**src/rtl/gpca_pkg.sv**
```systemverilog
// Shared widths, beat counts and sequencer state encoding for the gpca operand path.
package gpca_pkg;

    localparam int A_W  = 10;
    localparam int BC_W = 7;
    localparam int P_W  = 5;
    localparam int F_W  = 5;
    localparam int S_W  = 11;

    localparam int IN_BEATS  = 4;
    localparam int OUT_BEATS = 2;

    typedef enum logic [1:0] {
        LOAD,
        SETTLE,
        CAPTURE,
        UNLOAD
    } seq_state_t;

endpackage

```
**src/rtl/gpca_result_unpacker.sv**
```systemverilog
// Holds the captured {F,S} result and streams it out as two byte beats with valid/ready.
module gpca_result_unpacker
    import gpca_pkg::*;
(
    input  logic           clk,
    input  logic           rst_n,
    input  logic           clr,
    input  logic           capture,
    input  logic [F_W-1:0] f,
    input  logic [S_W-1:0] s,
    input  logic           out_ready,
    output logic [7:0]     out_data,
    output logic           out_valid,
    output logic           done
);

    logic [F_W+S_W-1:0] result;
    logic               out_beat;

    always_ff @(posedge clk or negedge rst_n) begin
        if (!rst_n) begin
            result    <= '0;
            out_valid <= 1'b0;
            out_beat  <= 1'b0;
        end else if (clr) begin
            result    <= '0;
            out_valid <= 1'b0;
            out_beat  <= 1'b0;
        end else if (capture) begin
            result    <= {f, s};
            out_valid <= 1'b1;
            out_beat  <= 1'b0;
        end else if (out_valid && out_ready) begin
            if (out_beat == 1'(OUT_BEATS - 1)) begin
                out_valid <= 1'b0;
                out_beat  <= 1'b0;
            end else begin
                out_beat <= out_beat + 1'b1;
            end
        end
    end

    assign done     = out_valid && out_ready && (out_beat == 1'(OUT_BEATS - 1));
    // Beat 1 carries the flags above the sum's top three bits.
    assign out_data = !out_valid ? 8'h00 : (out_beat ? result[15:8] : result[7:0]);

endmodule

```
**src/rtl/gpca_operand_sequencer.sv**
```systemverilog
// Serialises operands into the gpca array over four input beats, waits for it to settle,
// captures its outputs and returns them over two output beats.
module gpca_operand_sequencer
    import gpca_pkg::*;
#(
    parameter int SETTLE_CYCLES = 2
) (
    input  logic            clk,
    input  logic            rst_n,
    input  logic            soft_clr,
    input  logic [7:0]      in_data,
    input  logic            in_valid,
    output logic            in_ready,
    output logic [7:0]      out_data,
    output logic            out_valid,
    input  logic            out_ready,
    output logic            busy,
    output logic            arr_x,
    output logic [A_W-1:0]  arr_a,
    output logic [BC_W-1:0] arr_b,
    output logic [BC_W-1:0] arr_c,
    output logic [P_W-1:0]  arr_p,
    input  logic [F_W-1:0]  arr_f,
    input  logic [S_W-1:0]  arr_s
);

    seq_state_t      state;
    logic [1:0]      beat_cnt;
    logic [3:0]      settle_cnt;
    logic [A_W-1:0]  reg_a;
    logic [BC_W-1:0] reg_b;
    logic [BC_W-1:0] reg_c;
    logic [P_W-1:0]  reg_p;
    logic            reg_x;
    logic            unload_done;
    logic            capture;
    logic            unused_bits;

    always_ff @(posedge clk or negedge rst_n) begin
        if (!rst_n) begin
            state      <= LOAD;
            beat_cnt   <= '0;
            settle_cnt <= '0;
            reg_a      <= '0;
            reg_b      <= '0;
            reg_c      <= '0;
            reg_p      <= '0;
            reg_x      <= 1'b0;
            in_ready   <= 1'b0;
        end else if (soft_clr) begin
            state      <= LOAD;
            beat_cnt   <= '0;
            settle_cnt <= '0;
            reg_a      <= '0;
            reg_b      <= '0;
            reg_c      <= '0;
            reg_p      <= '0;
            reg_x      <= 1'b0;
            in_ready   <= 1'b1;
        end else begin
            case (state)
                LOAD: begin
                    in_ready <= 1'b1;
                    if (in_valid && in_ready) begin
                        case (beat_cnt)
                            2'd0: reg_a[7:0] <= in_data;
                            2'd1: begin
                                reg_a[9:8] <= in_data[1:0];
                                reg_b[5:0] <= in_data[7:2];
                            end
                            2'd2: begin
                                reg_b[6] <= in_data[0];
                                reg_c    <= in_data[7:1];
                            end
                            default: begin
                                reg_p <= in_data[4:0];
                                reg_x <= in_data[5];
                            end
                        endcase
                        if (beat_cnt == 2'(IN_BEATS - 1)) begin
                            state      <= SETTLE;
                            beat_cnt   <= '0;
                            settle_cnt <= 4'(SETTLE_CYCLES - 1);
                            in_ready   <= 1'b0;
                        end else begin
                            beat_cnt <= beat_cnt + 2'd1;
                        end
                    end
                end
                SETTLE: begin
                    if (settle_cnt == 4'd0) state <= CAPTURE;
                    else settle_cnt <= settle_cnt - 4'd1;
                end
                CAPTURE: state <= UNLOAD;
                default: begin
                    if (unload_done) begin
                        state    <= LOAD;
                        in_ready <= 1'b1;
                    end
                end
            endcase
        end
    end

    assign capture     = (state == CAPTURE) && !soft_clr;
    assign busy        = !((state == LOAD) && (beat_cnt == 2'd0));
    assign arr_a       = reg_a;
    assign arr_b       = reg_b;
    assign arr_c       = reg_c;
    assign arr_p       = reg_p;
    assign arr_x       = reg_x;
    assign unused_bits = ^in_data[7:6];

    gpca_result_unpacker u_unpacker (
        .clk       (clk),
        .rst_n     (rst_n),
        .clr       (soft_clr),
        .capture   (capture),
        .f         (arr_f),
        .s         (arr_s),
        .out_ready (out_ready),
        .out_data  (out_data),
        .out_valid (out_valid),
        .done      (unload_done)
    );

endmodule

```
**config.mk**
```make
export PLATFORM = sky130hd
export DESIGN_NAME = gpca_operand_sequencer
export DESIGN_NICKNAME = d
export VERILOG_FILES = /design/src/rtl/gpca_pkg.sv /design/src/rtl/gpca_result_unpacker.sv /design/src/rtl/gpca_operand_sequencer.sv
export SDC_FILE = /design/constraint.sdc
export NUM_CORES = 1
export LEC_CHECK = 0
export CELL_PAD_IN_SITES_DETAIL_PLACEMENT = 0
export CELL_PAD_IN_SITES_GLOBAL_PLACEMENT = 1
export CORE_ASPECT_RATIO = 1.75
export CORE_MARGIN = 2
export CORE_UTILIZATION = 38
export DETAILED_ROUTE_END_ITERATION = 8
export PLACE_DENSITY = 0.9
export SLEW_MARGIN = 40
export SYNTH_ARGS = -nofsm -noshare
export SYNTH_HDL_FRONTEND = slang
export SYNTH_HIERARCHICAL = 1
export SYNTH_SLANG_ARGS = --single-unit
```
**constraint.sdc**
```tcl
create_clock -name clk -period 2.3 [get_ports clk]
set_clock_uncertainty 0.2 [all_clocks]
set_input_delay 0.575 -clock clk [delete_from_list [all_inputs] [get_ports clk]]
set_output_delay 0.575 -clock clk [all_outputs]
set_load 0.05 [all_outputs]
```
After elaboration in Yosys (flattened, before gate mapping):

Cells that the tools add are included.

* output and inout bits: 41
* bits in registers: 57
* input bits: 29

* equality and inequality tests: 11
* add/sub/neg operators: 3
* reduce and logical (&&, ||, !) cells: 32
* mux-type cells: 54

Operators by type and width (number)
* 7-bit two-way mux: 7
* 16-bit two-way mux: 2
* 10-bit two-way mux: 3
* 8-bit two-way mux: 3
* 2-bit two-way mux: 10
* 5-bit two-way mux: 4
* 1-bit two-way mux: 17
* 4-bit two-way mux: 4
* 3-bit != test (second input constant): 4
* 3-bit AND reduction: 4
* 2-bit nonzero test: 6
* 3-bit nonzero test: 4
* 4-bit case mux with 2 select lines: 1
* 4-bit AND reduction: 2
* 2-bit == test (second input constant): 3
* 6-bit two-way mux: 1
* 2-bit case mux with 3 select lines: 1
* 2-bit AND reduction: 3
* 1-bit logical AND: 5
* 5-bit nonzero test: 1
* 2-bit by 1-bit == test with 1-bit output (second input constant): 2
* 2-bit zero test: 2
* 4-bit zero test: 1
* 2-bit by 1-bit != test with 1-bit output (second input constant): 2
* other kinds (7): 8

Longest topological paths before layout:

* depth after elaboration: 6
* mapped depth: 8

Hierarchy:

The synthesis kept the hierarchy.

Modules (own cells, without submodules)
* gpca_operand_sequencer: area an instance 1944.4 µm², cells each 201, sequential area each 975.9 µm², times used 1
* gpca_result_unpacker: area an instance 925.9 µm², cells each 78, sequential area each 450.4 µm², times used 1

Worst setup path before layout:

OpenSTA, ideal clock, no wires.

* kind: register -> output
* start point: register u_unpacker.out_valid
* end point: output port out_data[0]
* cell stages (with the launch flop): 3
* slack: -0.109 ns
* buffers on the path: 1
* data arrival time: 1.634 ns
* cells stage by stage: dfrtp_1 > buf_2 > nor2b_1

* cells in the longest elaborated chain, start to end: 1

Ends and longest elaborated chain
* from (decl): RTL line gpca_result_unpacker.sv:13 `output logic out_valid,`
* from (signal assigned): RTL line gpca_result_unpacker.sv:23 `out_valid <= 1'b0;`
* from (signal assigned): RTL line gpca_result_unpacker.sv:27 `out_valid <= 1'b0;`
* from (signal assigned): RTL line gpca_result_unpacker.sv:31 `out_valid <= 1'b1;`
* 8-bit two-way mux: RTL line gpca_result_unpacker.sv:45 `assign out_data = !out_valid ? 8'h00 : (out_beat ? result[15:8] : result[7:0]);`
* to (decl): RTL line gpca_operand_sequencer.sv:14 `output logic [7:0] out_data,`

No other way between the ends.

Final worst setup path:

* start point: register reg_p[0] (netlist: arr_p[0])
* end point: output port arr_p[0]

RTL lines
* from (decl): RTL line gpca_operand_sequencer.sv:33 `logic [P_W-1:0] reg_p;`
* from (signal assigned): RTL line gpca_operand_sequencer.sv:76 `reg_p <= in_data[4:0];`
* to (decl): RTL line gpca_operand_sequencer.sv:22 `output logic [P_W-1:0] arr_p,`

No word-level cell between the ends.

==> qor.txt <==
outcome: completed
Synth Area in XOR/XNOR: 0%
Min Hold Slack: 0.0323 ns
Worst R2R Start: state[0]
CP Capture Type: primary output
Die W: 69.7 um
RSZ-0062 raised after global routing: false
grt ovf: 0
post-synthesis compound-gate area fraction: 12.4%
Ports: 70
Post-CTS Setup Bufs: 0
peak fanout along the critical path: 2
Worst-Skew Late Latency: 0.32 ns
Placeable Area: 7460 um2
CP peak stage delay: 0.81 ns
Yosys Warn Count: 6
synthesized area: 2870 um2
VDD IR max: 0.651 mV
Buf/Inv on CP: 1
layout cells sized above 1: 23.5%
Root Driver: clkbuf_16
CTS Sinks: 57
critical path depth: 1
Placer Congestion: 0.805
Worst-path clk slew: 0.05 ns
largest family of logic cells by synthesized area: simple AND/OR/NAND/NOR gates
drt via density: 5.02
capture point of the worst reg-to-reg path: arr_a[5]
Post-DP Area: 3730 um2
DRC viols: 0
first-pass GRT wire length: 10,800 um
area share of fa/ha/maj cells after synthesis: 3.92%
Initial Util: 38.5%
startpoint types: register
power per cell area: 994 nW/um2
Hold Path Class: in2async
Worst Max-Slew Pin Slew: 0.513 ns
vias in the first global route: 2,293
Worst Setup SP: arr_p[0]
slowest CP cell: clkdlybuf4s50_1
Max-cap violations: 0
H-tree lvl count: 3
simple-gate share of the synthesized area: 19.7%
DIE HEIGHT: 119 um
CTS buffer count: 9
Avg Cell Area, Syn: 10.3 um2
clock buffer depth: 2
Slew Limit Fails: 0
Max Clk Rate: 440 MHz
Rel. slew slack: 65.8%
Primary FF master, synth: dfrtp_1
nets: 391
DRT Pass-1 Iters: 4
Worst Setup Path Type: reg2out
PortBufs: 69
P&R area growth vs syn: 41.2%
Seq/Total Area, Yosys: 49.7%
crit share post-route: 98.8%
Core Rows: 42
number of flops mapped to enable cells by yosys: 0
fillers: 681
Ant. Diodes: 0
die area: 8290 um2
cell count of the worst reg-to-reg path: 6
Req. time, crit path: 1.52 ns
endpoints failing hold: 0
delay-heaviest family, CP: buffers and inverters
Setup-failing EPs final: 0
Sequential Area: 1430 um2
Routed Antenna Nets: 0
Total GRT Usage: 16.5%
leakage: 1.74 nW
final wirelength: 6540 um
placed insts: 430
Worst R2R Setup Slack: 0.34 ns
Data arrival, critical path: 1.50 ns
post-route cell area: 4050 um2
routed vias: 2,240
Async S/R FF share, synth: 100%
synthesized flop and latch total: 57
post-synthesis cell count: 279
Post-DP HPWL: 4650 um
area of the multi-input gates: 1310 um2
largest net degree at the start of global routing: 58
post-synthesis mux area share: 8.72%
synth unique cells: 41
WL per Instance: 14.7 um
initial antenna violation count: 0
CTS tree: yes
Worst Setup EP: arr_p[0]
Mapped Nets: 317
worst path cell trace: clkdlybuf4s50_1
detailed router's first-iteration violation count: 126
crit path time final: 2.27 ns
Post-Layout Cell Count: 446
[cells by family (layout without fill, tap and decap cells)]
kind of cell / after synthesis / in the layout
AO/OA/AOI/OAI: 51 / 51
flip-flops: 57 / 57
AND/OR/NAND/NOR: 114 / 114
adder cells (fa/ha/maj): 9 / 9
multiplexers: 25 / 25
buffers and inverters: 23 / 102
[state kept, by name (all words and copies together) (netlist names)]
name	count
arr_x	1
arr_c	7
arr_p	5
settle_cnt	4
arr_b	7
u_unpacker/result	16
beat_cnt	2
in_ready	1
state	2
u_unpacker/out_valid	1
u_unpacker/out_beat	1
arr_a	10
[cell usage in the layout, fill, tap and decap left out, types with 2 or more instances in the layout]
cell type | netlist | routed
a21oi_4 | 2 | 2
nor2b_2 | 0 | 9
dfrtp_1 | 57 | 56
clkinvlp_4 | 0 | 2
a21oi_1 | 8 | 8
nor2_1 | 27 | 27
a211oi_2 | 2 | 2
buf_12 | 1 | 13
o21ai_0 | 20 | 20
a21oi_2 | 8 | 8
mux2i_1 | 25 | 25
clkbuf_8 | 0 | 3
dlymetal6s2s_1 | 0 | 2
nand2_1 | 50 | 50
o21ai_1 | 4 | 4
buf_4 | 4 | 18
inv_1 | 8 | 8
nand3_1 | 3 | 3
nand2b_1 | 9 | 9
ha_1 | 9 | 8
nor3_1 | 2 | 2
o311ai_0 | 2 | 2
buf_2 | 4 | 2
clkbuf_16 | 0 | 9
clkdlybuf4s50_1 | 0 | 43
[metrics by stage]
step                      util (%)  setup slack [ns]  power, W  setup TNS, ns
final                         54.3            0.0279   0.00403              0
after floorplan                  -             0.139   0.00224              0
after global placement        50.0          -0.00130   0.00265       -0.00130
after detailed placement      50.0            -0.108   0.00268         -0.108
after global routing          54.3           0.00206   0.00422              0
after CTS                     54.2           0.00832   0.00406              0
[final cells by class]
cell class / count / share of cell area [%]
flip-flops and latches: 57 / 35.2
clock buffers: 12 / 6.57
repair buffers: 78 / 21.2
multi-input cells: 199 / 32.3
clock inverters: 4 / 1.23
well taps: 88 / 2.72
inverters: 8 / 0.741
[power by group]
group,total [W],switching (W),leakage (nW),internal [W]
Sequential,0.00126,0.000117,0.766,0.00114
Combinational,0.00140,0.000843,0.821,0.000553
Clock,0.00137,0.000451,0.151,0.000923
[synthesized netlist by cell type (all sizes together), types with 2 or more instances]
cell type,count,area (um2)
a211oi,2,25.0
a21oi,18,143
and3,2,13.8
buf,14,126
dfrtp,57,1430
ha,9,113
inv,8,30.0
mux2i,25,250
nand2,51,194
nand2b,10,65.1
nand3,3,15.0
nand3b,2,27.5
nor2,27,101
nor2b,9,56.3
nor3,3,20.0
nor3b,2,20.0
o21ai,24,120
o311ai,2,17.5
[per-layer routing]
metal / GRT usage [%] / wire [um] / share of wire [%]
met5: 0 / 0 / 0
met4: 10.2 / 259 / 4.0
met3: 3.30 / 252 / 3.9
met2: 28.5 / 3420 / 52
met1: 18.4 / 2610 / 40
[how the worst min path moves through the flow]
| stage | start | to | cells after the start | slack, ns |
|---|---|---|---|---|
| after floorplan | rst_n | arr_a[0] | 0 | 0.08 |
| after global placement | arr_c[0] | arr_c[0] | 2 | 0.26 |
| after detailed placement | arr_c[1] | arr_c[1] | 2 | 0.28 |
| after CTS | rst_n | u_unpacker/result[12] | 2 | 0.06 |
| after global routing | rst_n | u_unpacker/result[12] | 2 | 0.07 |
| final | rst_n | u_unpacker/result[12] | 2 | 0.03 |
[what timing repair did]
action	CTS	global route
setup endpoints to repair	8	3
hold buffers	0	0
resized for setup	1	3
No activity file was read; power rests on OpenSTA's default activity.
